--- src/rtl/gpio_io_regs.sv ---
// gpio_io_regs: bit-addressed memory-mapped GPIO/switch block.
// Each address selects one bit. Regions: OUT (R/W), IN (synchronised, RO),
// SW (debounced, RO), EVT (sticky rising-edge flags, W1C), MASK (R/W).
// Reads are registered. irq is the registered OR of the masked event flags.
module gpio_io_regs #(
   parameter int DATA_W  = 24,
   parameter int ADDR_W  = 8,
   parameter int N_OUT   = 36,
   parameter int N_IN    = 36,
   parameter int N_SW    = 4,
   parameter int DEB_CYC = 16
) (
   input  logic              clk,
   input  logic              rst,
   input  logic              wr_en,
   input  logic              rd_en,
   input  logic [ADDR_W-1:0] address,
   input  logic [DATA_W-1:0] dataIn,
   input  logic [N_SW-1:0]   switches,
   input  logic [N_IN-1:0]   gpio_in,
   output logic [N_OUT-1:0]  gpio_out,
   output logic [DATA_W-1:0] dataOut,
   output logic              rd_valid,
   output logic              irq
);

   localparam int NE        = N_IN + N_SW;
   localparam int OUT_BASE  = 0;
   localparam int IN_BASE   = OUT_BASE + N_OUT;
   localparam int SW_BASE   = IN_BASE + N_IN;
   localparam int EVT_BASE  = SW_BASE + N_SW;
   localparam int MASK_BASE = EVT_BASE + NE;
   localparam int TOP       = MASK_BASE + NE;
   localparam int CNT_W     = $clog2(DEB_CYC + 1);
   localparam logic [CNT_W-1:0] CNT_MAX = CNT_W'(DEB_CYC - 1);

   // The address space must be able to reach every mapped bit.
   if ((2 ** ADDR_W) <= TOP) begin : g_addr_too_small
      $error("gpio_io_regs: ADDR_W too small for the address map");
   end

   logic [N_OUT-1:0]  r_out;
   logic [N_IN-1:0]   r_in_s1, r_in_s2, r_in_s3;
   logic [N_SW-1:0]   r_sw_s1, r_sw_s2;
   logic [N_SW-1:0]   r_deb;
   logic [CNT_W-1:0]  r_cnt [N_SW];
   logic [NE-1:0]     r_evt;
   logic [NE-1:0]     r_mask;
   logic [DATA_W-1:0] r_dout;
   logic              r_rd_valid;
   logic              r_irq;

   logic [31:0]       w_addr;
   logic [N_OUT-1:0]  w_out_hit;
   logic [N_IN-1:0]   w_in_hit;
   logic [N_SW-1:0]   w_sw_hit;
   logic [NE-1:0]     w_evt_hit;
   logic [NE-1:0]     w_mask_hit;
   logic [N_OUT-1:0]  w_out_we;
   logic [NE-1:0]     w_mask_we;
   logic [NE-1:0]     w_evt_clr;
   logic [NE-1:0]     w_evt_set;
   logic [N_IN-1:0]   w_in_rise;
   logic [N_SW-1:0]   w_deb_upd;
   logic [N_SW-1:0]   w_deb_rise;
   logic              w_rd_bit;
   logic              w_unused;

   assign w_addr   = 32'(address);
   // Only bit 0 of the write data carries information.
   assign w_unused = &{1'b0, dataIn[DATA_W-1:1]};

   // One-hot decode of the bit address into each region; out-of-map hits nothing.
   always_comb begin
      w_out_hit  = '0;
      w_in_hit   = '0;
      w_sw_hit   = '0;
      w_evt_hit  = '0;
      w_mask_hit = '0;
      for (int i = 0; i < N_OUT; i++) w_out_hit[i]  = (w_addr == 32'(OUT_BASE + i));
      for (int i = 0; i < N_IN; i++)  w_in_hit[i]   = (w_addr == 32'(IN_BASE + i));
      for (int i = 0; i < N_SW; i++)  w_sw_hit[i]   = (w_addr == 32'(SW_BASE + i));
      for (int i = 0; i < NE; i++)    w_evt_hit[i]  = (w_addr == 32'(EVT_BASE + i));
      for (int i = 0; i < NE; i++)    w_mask_hit[i] = (w_addr == 32'(MASK_BASE + i));
   end

   assign w_out_we  = w_out_hit  & {N_OUT{wr_en}};
   assign w_mask_we = w_mask_hit & {NE{wr_en}};
   assign w_evt_clr = w_evt_hit  & {NE{wr_en & dataIn[0]}};
   assign w_in_rise = r_in_s2 & ~r_in_s3;
   assign w_evt_set = {w_deb_rise, w_in_rise};

   // Read mux over the current (pre-write) register state.
   assign w_rd_bit = (|(r_out  & w_out_hit))
                   | (|(r_in_s2 & w_in_hit))
                   | (|(r_deb  & w_sw_hit))
                   | (|(r_evt  & w_evt_hit))
                   | (|(r_mask & w_mask_hit));

   // Debounce decision: commit s2 once it has disagreed with deb for DEB_CYC cycles.
   always_comb begin
      w_deb_upd  = '0;
      w_deb_rise = '0;
      for (int j = 0; j < N_SW; j++) begin
         if ((r_sw_s2[j] != r_deb[j]) && (r_cnt[j] == CNT_MAX)) begin
            w_deb_upd[j]  = 1'b1;
            w_deb_rise[j] = r_sw_s2[j];
         end else begin
            w_deb_upd[j]  = 1'b0;
            w_deb_rise[j] = 1'b0;
         end
      end
   end

   // Two-flop synchronisers plus a previous-value stage for edge detection.
   always_ff @(posedge clk or posedge rst) begin
      if (rst) begin
         r_in_s1 <= '0;
         r_in_s2 <= '0;
         r_in_s3 <= '0;
         r_sw_s1 <= '0;
         r_sw_s2 <= '0;
      end else begin
         r_in_s1 <= gpio_in;
         r_in_s2 <= r_in_s1;
         r_in_s3 <= r_in_s2;
         r_sw_s1 <= switches;
         r_sw_s2 <= r_sw_s1;
      end
   end

   // Per-switch stability counters and debounced values.
   always_ff @(posedge clk or posedge rst) begin
      if (rst) begin
         r_deb <= '0;
         for (int j = 0; j < N_SW; j++) r_cnt[j] <= '0;
      end else begin
         for (int j = 0; j < N_SW; j++) begin
            if (w_deb_upd[j]) begin
               r_deb[j] <= r_sw_s2[j];
               r_cnt[j] <= '0;
            end else if (r_sw_s2[j] != r_deb[j]) begin
               r_cnt[j] <= r_cnt[j] + CNT_W'(1);
            end else begin
               r_cnt[j] <= '0;
            end
         end
      end
   end

   // Software-visible OUT, MASK and sticky EVT registers; a set beats a clear.
   always_ff @(posedge clk or posedge rst) begin
      if (rst) begin
         r_out  <= '0;
         r_mask <= '0;
         r_evt  <= '0;
      end else begin
         r_out  <= (r_out  & ~w_out_we)  | (w_out_we  & {N_OUT{dataIn[0]}});
         r_mask <= (r_mask & ~w_mask_we) | (w_mask_we & {NE{dataIn[0]}});
         r_evt  <= (r_evt  & ~w_evt_clr) | w_evt_set;
      end
   end

   // Registered read data, read-valid pulse and interrupt.
   always_ff @(posedge clk or posedge rst) begin
      if (rst) begin
         r_dout     <= '0;
         r_rd_valid <= 1'b0;
         r_irq      <= 1'b0;
      end else begin
         if (rd_en) begin
            r_dout <= {{(DATA_W-1){1'b0}}, w_rd_bit};
         end
         r_rd_valid <= rd_en;
         r_irq      <= |(r_evt & r_mask);
      end
   end

   assign gpio_out = r_out;
   assign dataOut  = r_dout;
   assign rd_valid = r_rd_valid;
   assign irq      = r_irq;

endmodule

--- config.mk ---
export PLATFORM = sky130hd
export DESIGN_NAME = gpio_io_regs
export DESIGN_NICKNAME = d
export VERILOG_FILES = /design/src/rtl/gpio_io_regs.sv
export SDC_FILE = /design/constraint.sdc
export NUM_CORES = 1
export LEC_CHECK = 0
export CORE_UTILIZATION = 30
export CTS_CLUSTER_DIAMETER = 120
export DETAILED_ROUTE_END_ITERATION = 16
export HOLD_SLACK_MARGIN = 0.12
export PLACE_DENSITY = 0.5
export RECOVER_POWER = 50
export SLEW_MARGIN = 20
export SYNTH_ARGS = -nofsm -noshare
export SYNTH_HDL_FRONTEND = slang
export SYNTH_SLANG_ARGS = --single-unit
export TNS_END_PERCENT = 5
--- constraint.sdc ---
create_clock -name clk -period 9.25 [get_ports clk]
set_input_delay 2.775 -clock clk [delete_from_list [all_inputs] [get_ports clk]]
set_output_delay 2.775 -clock clk [all_outputs]
set_load 0.03 [all_outputs]
After elaboration in Yosys (flattened, before gate mapping)
Cells that the tools add are included.
- input bits: 76
- word-level logic and storage cells: 240
- output and inout bits: 62
- register bits: 259
- add/sub/neg operators: 4
- reduce and logical (&&, ||, !) cells: 11
- bitwise operators: 27
- mux-type cells: 16
- eq/ne operators: 163
- operator list (kind ; count):
    == test 8 x 7 -> 1 bit, second input constant ; 64
    AND 40 bit ; 8
    == test 8 x 6 -> 1 bit, second input constant ; 32
    == test 8 bit, second input constant ; 28
    AND 36 bit ; 6
    == test 8 x 5 -> 1 bit, second input constant ; 16
    OR reduction 40 bit ; 3
    inverter 40 bit ; 2
    bitwise OR 40 bit ; 2
    inverter 36 bit ; 2
    OR reduction 36 bit ; 2
    == test 8 x 4 -> 1 bit, second input constant ; 8
    2-to-1 mux 5 bit ; 8
    bitwise OR 36 bit ; 1
    == test 8 x 3 -> 1 bit, second input constant ; 4
    logical NOT 32 bit ; 1
    adder 5 x 1 -> 5 bit, second input constant ; 4
    == test 5 x 4 -> 1 bit, second input constant ; 4
    == test 8 x 2 -> 1 bit, second input constant ; 2
    == test 8 x 1 -> 1 bit, second input constant ; 1
    2-to-1 mux 1 bit ; 8
    AND 4 bit ; 1
    logical AND 1 bit ; 4
    inequality test 1 bit ; 4
    other kinds (3) ; 6

Depth between registers and ports, before layout
Gate-level depths: netlist of run 1.
- depth in word-level cells: 7
- depth in mapped cells: 10
- depth with buffers taken out: 7

Worst setup path before layout of run 1
OpenSTA, ideal clock, no wires.
- path type: input port to flip-flop
- from: in address[6]
- to: reg r_dout[0] (netlist: dataOut[0])
- arrival: 4.467 ns
- setup time: 0.140 ns
- data required time: 9.110 ns
- buffers on the path: 2
- path slack: 4.644 ns
- stages: 9
- cells stage by stage: buf_2 and4b_4 buf_6 a22oi_2 o211ai_1 or4_4 nor4b_2 and3_1 a31oi_1
- word-level cells in the longest chain between the ends: 7
- elaborated cells on any way between the ends: 170
- those cells by class: eq/ne (155); bitwise (9); reduce/logical (6)
- ends and longest elaborated chain (element ; RTL line ; text):
    start, declared ; 17 ; input logic [ADDR_W-1:0] address,
    logical NOT 32 bit (tied with other cells) ; 80 ; for (int i = 0; i < N_OUT; i++) w_out_hit[i] = (w_addr == 32'(OUT_BASE + i));
    AND 36 bit (on tied branches) ; 94, 95 ;
    OR reduction 36 bit (on tied branches) ; 94, 95 ;
    bitwise OR 1 bit ; 95 ; | (|(r_in_s2 & w_in_hit))
    bitwise OR 1 bit ; 96 ; | (|(r_deb & w_sw_hit))
    bitwise OR 1 bit ; 97 ; | (|(r_evt & w_evt_hit))
    bitwise OR 1 bit (*) ; 98 ; | (|(r_mask & w_mask_hit));
    end signal, assigned ; 172 ; r_dout <= {{(DATA_W-1){1'b0}}, w_rd_bit};
    end, declared ; 49 ; logic [DATA_W-1:0] r_dout;
Mark *: on every way between the ends. The rest lies on a longest branch, timed or not.
A chain may end at the register's enable or synchronous reset.

Worst setup path in the final report of run 1
- from: in address[2]
- to: reg r_dout[0] (netlist: dataOut[0])
Same word-level chain as after synthesis.

==> results of run 1 <==
==> stage by stage <==
stage	cells	cell area (um^2)	util, %	setup WS (ns)	total power (W)
floorplan	978	10650	-	3.061	0.001352
global placement	1469	11940	34.48	3.271	0.001446
detailed placement	1469	11940	34.48	3.281	0.001447
CTS	1524	12990	37.52	3.860	0.002703
global route	1524	12990	37.51	3.309	0.002768
finish	1524	12990	37.51	3.757	0.002667
==> cells in the final DEF (no fill, tap or decap), types with 5 or more instances in the layout <==
master,count
nor2b_1,5
o22ai_1,12
clkbuf_16,31
dfrtp_1,259
conb_1,23
ha_1,8
buf_4,21
a22oi_1,56
mux2_2,28
nand4_1,9
a31oi_1,5
a22o_1,8
xor2_1,8
a221oi_1,11
dlygate4sd3_1,42
and3_1,6
nor2_1,26
clkdlybuf4s50_1,48
inv_1,48
o21ai_0,126
nand2_1,110
nand3_1,82
and2_1,5
nor4b_2,6
clkinv_2,8
==> cell usage after synthesis (all sizes together) (9+ instances only) <==
cell type / n
o22ai: 12
nand2: 110
dfrtp: 259
buf: 42
o21ai: 126
nand4: 9
nor2: 26
inv: 49
a221oi: 11
nand3: 82
clkbuf: 36
a22oi: 57
mux2: 28
nor4b: 9
==> area by class of cell <==
| class | instances | area [um^2] |
|---|---|---|
| fill | 3418 | 21640 |
| sequential | 259 | 6481 |
| multi-input combinational | 592 | 3610 |
| timing repair buffer | 114 | 1087 |
| clock buffer | 36 | 834.6 |
| tap | 455 | 569.3 |
| clock inverter | 19 | 217.7 |
| inverter | 49 | 187.7 |
==> cell families after synthesis <==
kind of cell               after synthesis  synth area share [%]
muxes                                   28                 2.985
AOI/OAI and AO/OA                      240                 14.26
and+or+nand+nor                        281                 13.68
adders and majority gates                8                0.9476
xor gates and xnor gates                12                0.9949
DFF                                    259                 61.35
other                                    1               0.03550
buffers and inverters                  127                 5.744
==> worst max-delay path: cells and delay by family <==
family / cells / cell delay, ns
AND/OR/NAND/NOR: 3 / 0.86
AO/OA/AOI/OAI: 4 / 1.52
buffers and inverters: 2 / 0.73
==> where the power goes <==
| group | switching [W] | internal, W |
|---|---|---|
| combinational | 0.000136 | 0.0000702 |
| clock | 0.000490 | 0.000755 |
| sequential | 0.0000336 | 0.00118 |
| total | 0.000659 | 0.00201 |
==> worst max-delay path by stage <==
stage,startpoint,end,cells after the start
global route,rst,async pin,4
global placement,address[2],dataOut[0],9
CTS,address[2],dataOut[0],9
finish,address[2],dataOut[0],9
floorplan,rst,async pin,1
detailed placement,address[2],dataOut[0],9
==> metal layers <==
layer / up-vias / GRT usage [%] / part of all wire, %
met1: 4050 / 28.89 / 45
li1: 3531 / - / -
met4: 0 / 7.413 / 3.3
met5: - / 0 / 0
met3: 62 / 3.689 / 6.9
met2: 316 / 31.02 / 45
==> flow_metrics.py, run 1 <==
metrics = {
    "finish": {
        "antenna_cells": 0,
        "fin_nets": 1130,
        "drive_above_1_share_pct": 11.41,
        "syn_to_final_growth_pct": 22.94,
    },
    "grt": {
        "grt_max_degree": 178,
        "grt.overflow.total": 0,
        "grt_pass1_wl_mm": 53.79,
        "grt_usage_pct": 20.38,
        "grt_pass1_vias": 7942,
        "antenna_found_initial": 2,
    },
    "yosys": {
        "ys.warnings.count": 0,
        "seq_area_frac_synth_pct": 61.35,
        "syn_avg_cell_area_um2": 11.05,
        "ys_ff_latch": 259,
        "yosysUniqueCellTypes": 49,
        "synthFlopType": "dfrtp_1",
        "synth_top_area_cell": "dfrtp_1",
        "syn_area_um2": 10560,
        "async_flop_share_pct": 100.0,
        "synth_cells": 956,
        "synth-edff-count": 0,
        "synth_top_area_share_pct": 61.35,
        "synth.area.top_cells": "dfrtp_1 (61%), o21ai_0 (6.0%), a22oi_1 (4.0%)",
    },
    "critical_path": {
        "critPathKind": "in2reg",
        "path_cells": "clkdlybuf4s50_1, buf_4, nor2b_1, nand2_1, o22ai_1, a221oi_1, nand4_1, a2111oi_0, a31oi_1",
        "r2r-end": "dataOut[0]",
        "critical_path.max_stage_delay_ns": 0.80,
        "cp_data_arrival_time_ns": 5.90,
        "critPathSlowestCell": "a2111oi_0",
        "crit_fanout": 24,
        "reg2reg_from": "r_deb[1]",
        "setup.worst_path.start_class": "input pin",
        "reg2reg_slack_ns": 6.82,
        "rr_worst_depth": 6,
        "required_ns": 9.66,
        "crit_path_end_kind": "flip-flop",
    },
    "sta": {
        "setup_tns_ns": 0,
        "period_share_pct": 59.38,
        "max_slew.worst_pin.slew_ns": 2.414,
        "hold_viol": 0,
        "fmax_mhz": 182.1,
        "fin_skew_ns": 0.01650,
        "relSlewSlack_pct": -60.92,
        "drv_slew": 41,
        "rsz0062_at_grt": "no",
        "setup_viol": 0,
        "fin_crit_ns": 5.493,
        "whs_ns": 0.3455,
    },
    "cts": {
        "clk_latency_ns": 0.57,
        "hold_buffers": 0,
        "cts_inserted_buffers": 30,
        "clk_path_buf_depth": 3,
        "cts_setup_buffers": 0,
        "cts_tree": "done",
        "clk_pin_slew_worst_paths_ns": 0.06,
        "htreeDepth": 1,
        "cts-root-buf": "clkbuf_16",
        "clock_sinks": 259,
        "cts-resized-gates": 0,
    },
    "routing": {
        "via_per_inst": 5.222,
        "vias": 7959,
        "dr.pass1.iters": 6,
        "wire_per_inst_um": 23.57,
        "detail-route-antenna-nets": 0,
        "wl_mm": 35.92,
        "drcViolationCount": 0,
        "drtIter0Drc": 626,
    },
    "placed_design": {
        "gp_congestion": 0.9433,
        "io_buffers": 91,
        "hpwlAfterDp_mm": 24.55,
    },
    "die": {
        "die_y_um": 189.7,
        "dieArea_um2": 35970,
        "core-area_um2": 34630,
        "die_w_um": 189.7,
        "placementRows": 68,
        "start_util_pct": 30.51,
        "io-pin-count": 138,
    },
    "outcome": {
        "violations": "capacitance limit, slew limit",
        "status": "complete, but fails checks",
    },
    "power": {
        "power_leakage_nw": 5.623,
        "peakVddDrop_v": 0.0001451,
        "p_per_area_nw_per_um2": 205.3,
    },
    "worst_hold_path": {
        "hold_end": "r_in_s2[1]",
        "min-delay-start": "r_in_s1[1]",
        "min_path_type": "reg2reg",
        "whs_path_depth": 0,
    },
    "job": {
        "drv_cap": 1,
    },
}
No activity file was read; power rests on OpenSTA's default activity.
==> run 2: changes to the inputs <==
==> constraint.sdc (replaced) <==
create_clock -name clk -period 4.89 [get_ports clk]
set_input_delay 1.467 -clock clk [delete_from_list [all_inputs] [get_ports clk]]
set_output_delay 1.467 -clock clk [all_outputs]
set_load 0.03 [all_outputs]
==> run 2 against run 1 <==
  * The flow still finishes with violations (capacitance limit, slew limit)
  * Sequential share of layout area fell by 0.99 points
  * Critical path depth rose by 2
  * Critical endpoint unchanged
  * Worst setup slack got worse by 3.1 ns
  * Hold slack got worse by 0.0028 ns
  * Sequential power rose by 89%
  * Non-clock buffer count rose by 32
==> flow_metrics.py, run 2 (synthesized netlist as in run 1, its figures left out) <==
metrics = {
    "die": {
        "placementRows": 68,
        "io-pin-count": 138,
        "die_y_um": 189.7,
        "core-area_um2": 34630,
        "die_w_um": 189.7,
        "start_util_pct": 30.51,
        "dieArea_um2": 35970,
    },
    "placed_design": {
        "hpwlAfterDp_mm": 25.95,
        "dpl-instance-area_um2": 12220,
        "io_buffers": 91,
        "gp_congestion": 0.9983,
    },
    "critical_path": {
        "r2r-end": "dataOut[0]",
        "reg2reg_from": "r_deb[1]",
        "critPathKind": "in2reg",
        "required_ns": 5.33,
        "reg2reg_slack_ns": 2.31,
        "cp_data_arrival_time_ns": 4.67,
        "crit_path_end_kind": "flip-flop",
        "setup.worst_path.start_class": "input pin",
        "rr_worst_depth": 7,
        "critPathLaunch": "address[1]",
        "crit_fanout": 17,
    },
    "cts": {
        "clk_pin_slew_worst_paths_ns": 0.06,
        "cts_tree": "done",
        "cts-resized-gates": 0,
        "clk_path_buf_depth": 3,
        "hold_buffers": 0,
        "cts_inserted_buffers": 30,
        "clock_sinks": 259,
        "cts_setup_buffers": 0,
        "htreeDepth": 1,
        "clk_latency_ns": 0.57,
        "cts-root-buf": "clkbuf_16",
    },
    "grt": {
        "antenna_found_initial": 1,
        "grt.overflow.total": 0,
        "grt_usage_pct": 20.31,
        "grt_pass1_vias": 8023,
        "grt_pass1_wl_mm": 54.08,
        "grt_max_degree": 82,
    },
    "sta": {
        "rsz0062_at_grt": "no",
        "period_share_pct": 86.49,
        "fin_crit_ns": 4.229,
        "fin_skew_ns": 0.01317,
        "fmax_mhz": 236.4,
        "setup_viol": 0,
        "setup_tns_ns": 0,
        "drv_slew": 33,
        "whs_ns": 0.3427,
        "hold_viol": 0,
        "relSlewSlack_pct": -9.348,
        "max_slew.worst_pin.slew_ns": 1.631,
    },
    "finish": {
        "drive_above_1_share_pct": 13.88,
        "layout_common_cells": "dfrtp_1 (259), o21ai_0 (126), nand2_1 (110), nand3_1 (82), a22oi_1 (56)",
        "syn_to_final_growth_pct": 25.44,
        "mostFrequentLayoutCell": "dfrtp_1",
        "final_area_um2": 13250,
        "fillers": 3349,
        "fin_nets": 1162,
        "antenna_cells": 0,
    },
    "worst_hold_path": {
        "whs_path_depth": 0,
        "hold_end": "r_in_s2[18]",
        "min_path_type": "reg2reg",
        "min-delay-start": "r_in_s1[18]",
    },
    "routing": {
        "dr.pass1.iters": 5,
        "detail-route-antenna-nets": 0,
        "drcViolationCount": 0,
        "drtIter0Drc": 867,
        "via_per_inst": 5.259,
        "wire_per_inst_um": 23.27,
        "wl_mm": 36.23,
        "vias": 8189,
    },
    "outcome": {
        "violations": "capacitance limit, slew limit",
        "status": "complete, but fails checks",
    },
    "power": {
        "power_w": 0.005035,
        "power_leakage_nw": 5.758,
        "peakVddDrop_v": 0.0003118,
        "p_per_area_nw_per_um2": 380.0,
    },
    "job": {
        "drv_cap": 1,
    },
}
==> run 2: cell count changes in the layout (fill, tap and decap cells not counted), moves of 2 or more <==
cell      change
clkbuf_1      +2
buf_12        +5
buf_4        +28
inv_6         -3
==> run 2: how the worst max path moves through the flow <==
stage	cells after the start	end
global placement	9	dataOut[0]
detailed placement	11	dataOut[0]
floorplan	1	async pin
CTS	11	dataOut[0]
global route	11	dataOut[0]
finish	11	dataOut[0]
==> run 2: metal layers <==
layer	up-vias	part of all wire, %	routed length [um]	track usage, %
met2	398	44	16000	30.56
li1	3605	-	-	-
met5	-	0.030	11	0
met4	2	3.3	1199	6.824
met3	77	8.0	2895	3.413
met1	4107	44	16120	29.46
==> run 2: where the power goes <==
group	switching [W]	total, W	internal, W
Combinational	0.000263	0.000407	0.000145
Clock	0.000928	0.00233	0.00140
Sequential	0.0000646	0.00230	0.00224
==> run 2: through the flow <==
step                      util, %  instances  setup slack, ns
after CTS                   38.28       1557           0.7777
after global routing        38.27       1557           0.6057
after global placement      35.28       1501           0.2541
after detailed placement    35.28       1501           0.1942
final                       38.27       1557           0.6608
after floorplan                 -        978         0.009416
==> run 2: layout make-up <==
type / instances / area [um^2] / area share, %
sequential: 259 / 6481 / 48.91
multi-input combinational: 592 / 3583 / 27.04
timing repair buffer: 146 / 1394 / 10.52
clock buffer: 38 / 820.8 / 6.194
tap: 455 / 569.3 / 4.296
clock inverter: 18 / 217.7 / 1.643
inverter: 49 / 185.2 / 1.397
==> run 2: critical path: stages <==
cell and delay (ns):
clkdlybuf4s50_1 0.72, buf_4 0.33, nor4bb_2 0.18, buf_4 0.19, a22oi_1 0.26, o211ai_1 0.11
nor4_1 0.34, nand3_1 0.12, a2111oi_0 0.64, buf_4 0.22, a31oi_1 0.07
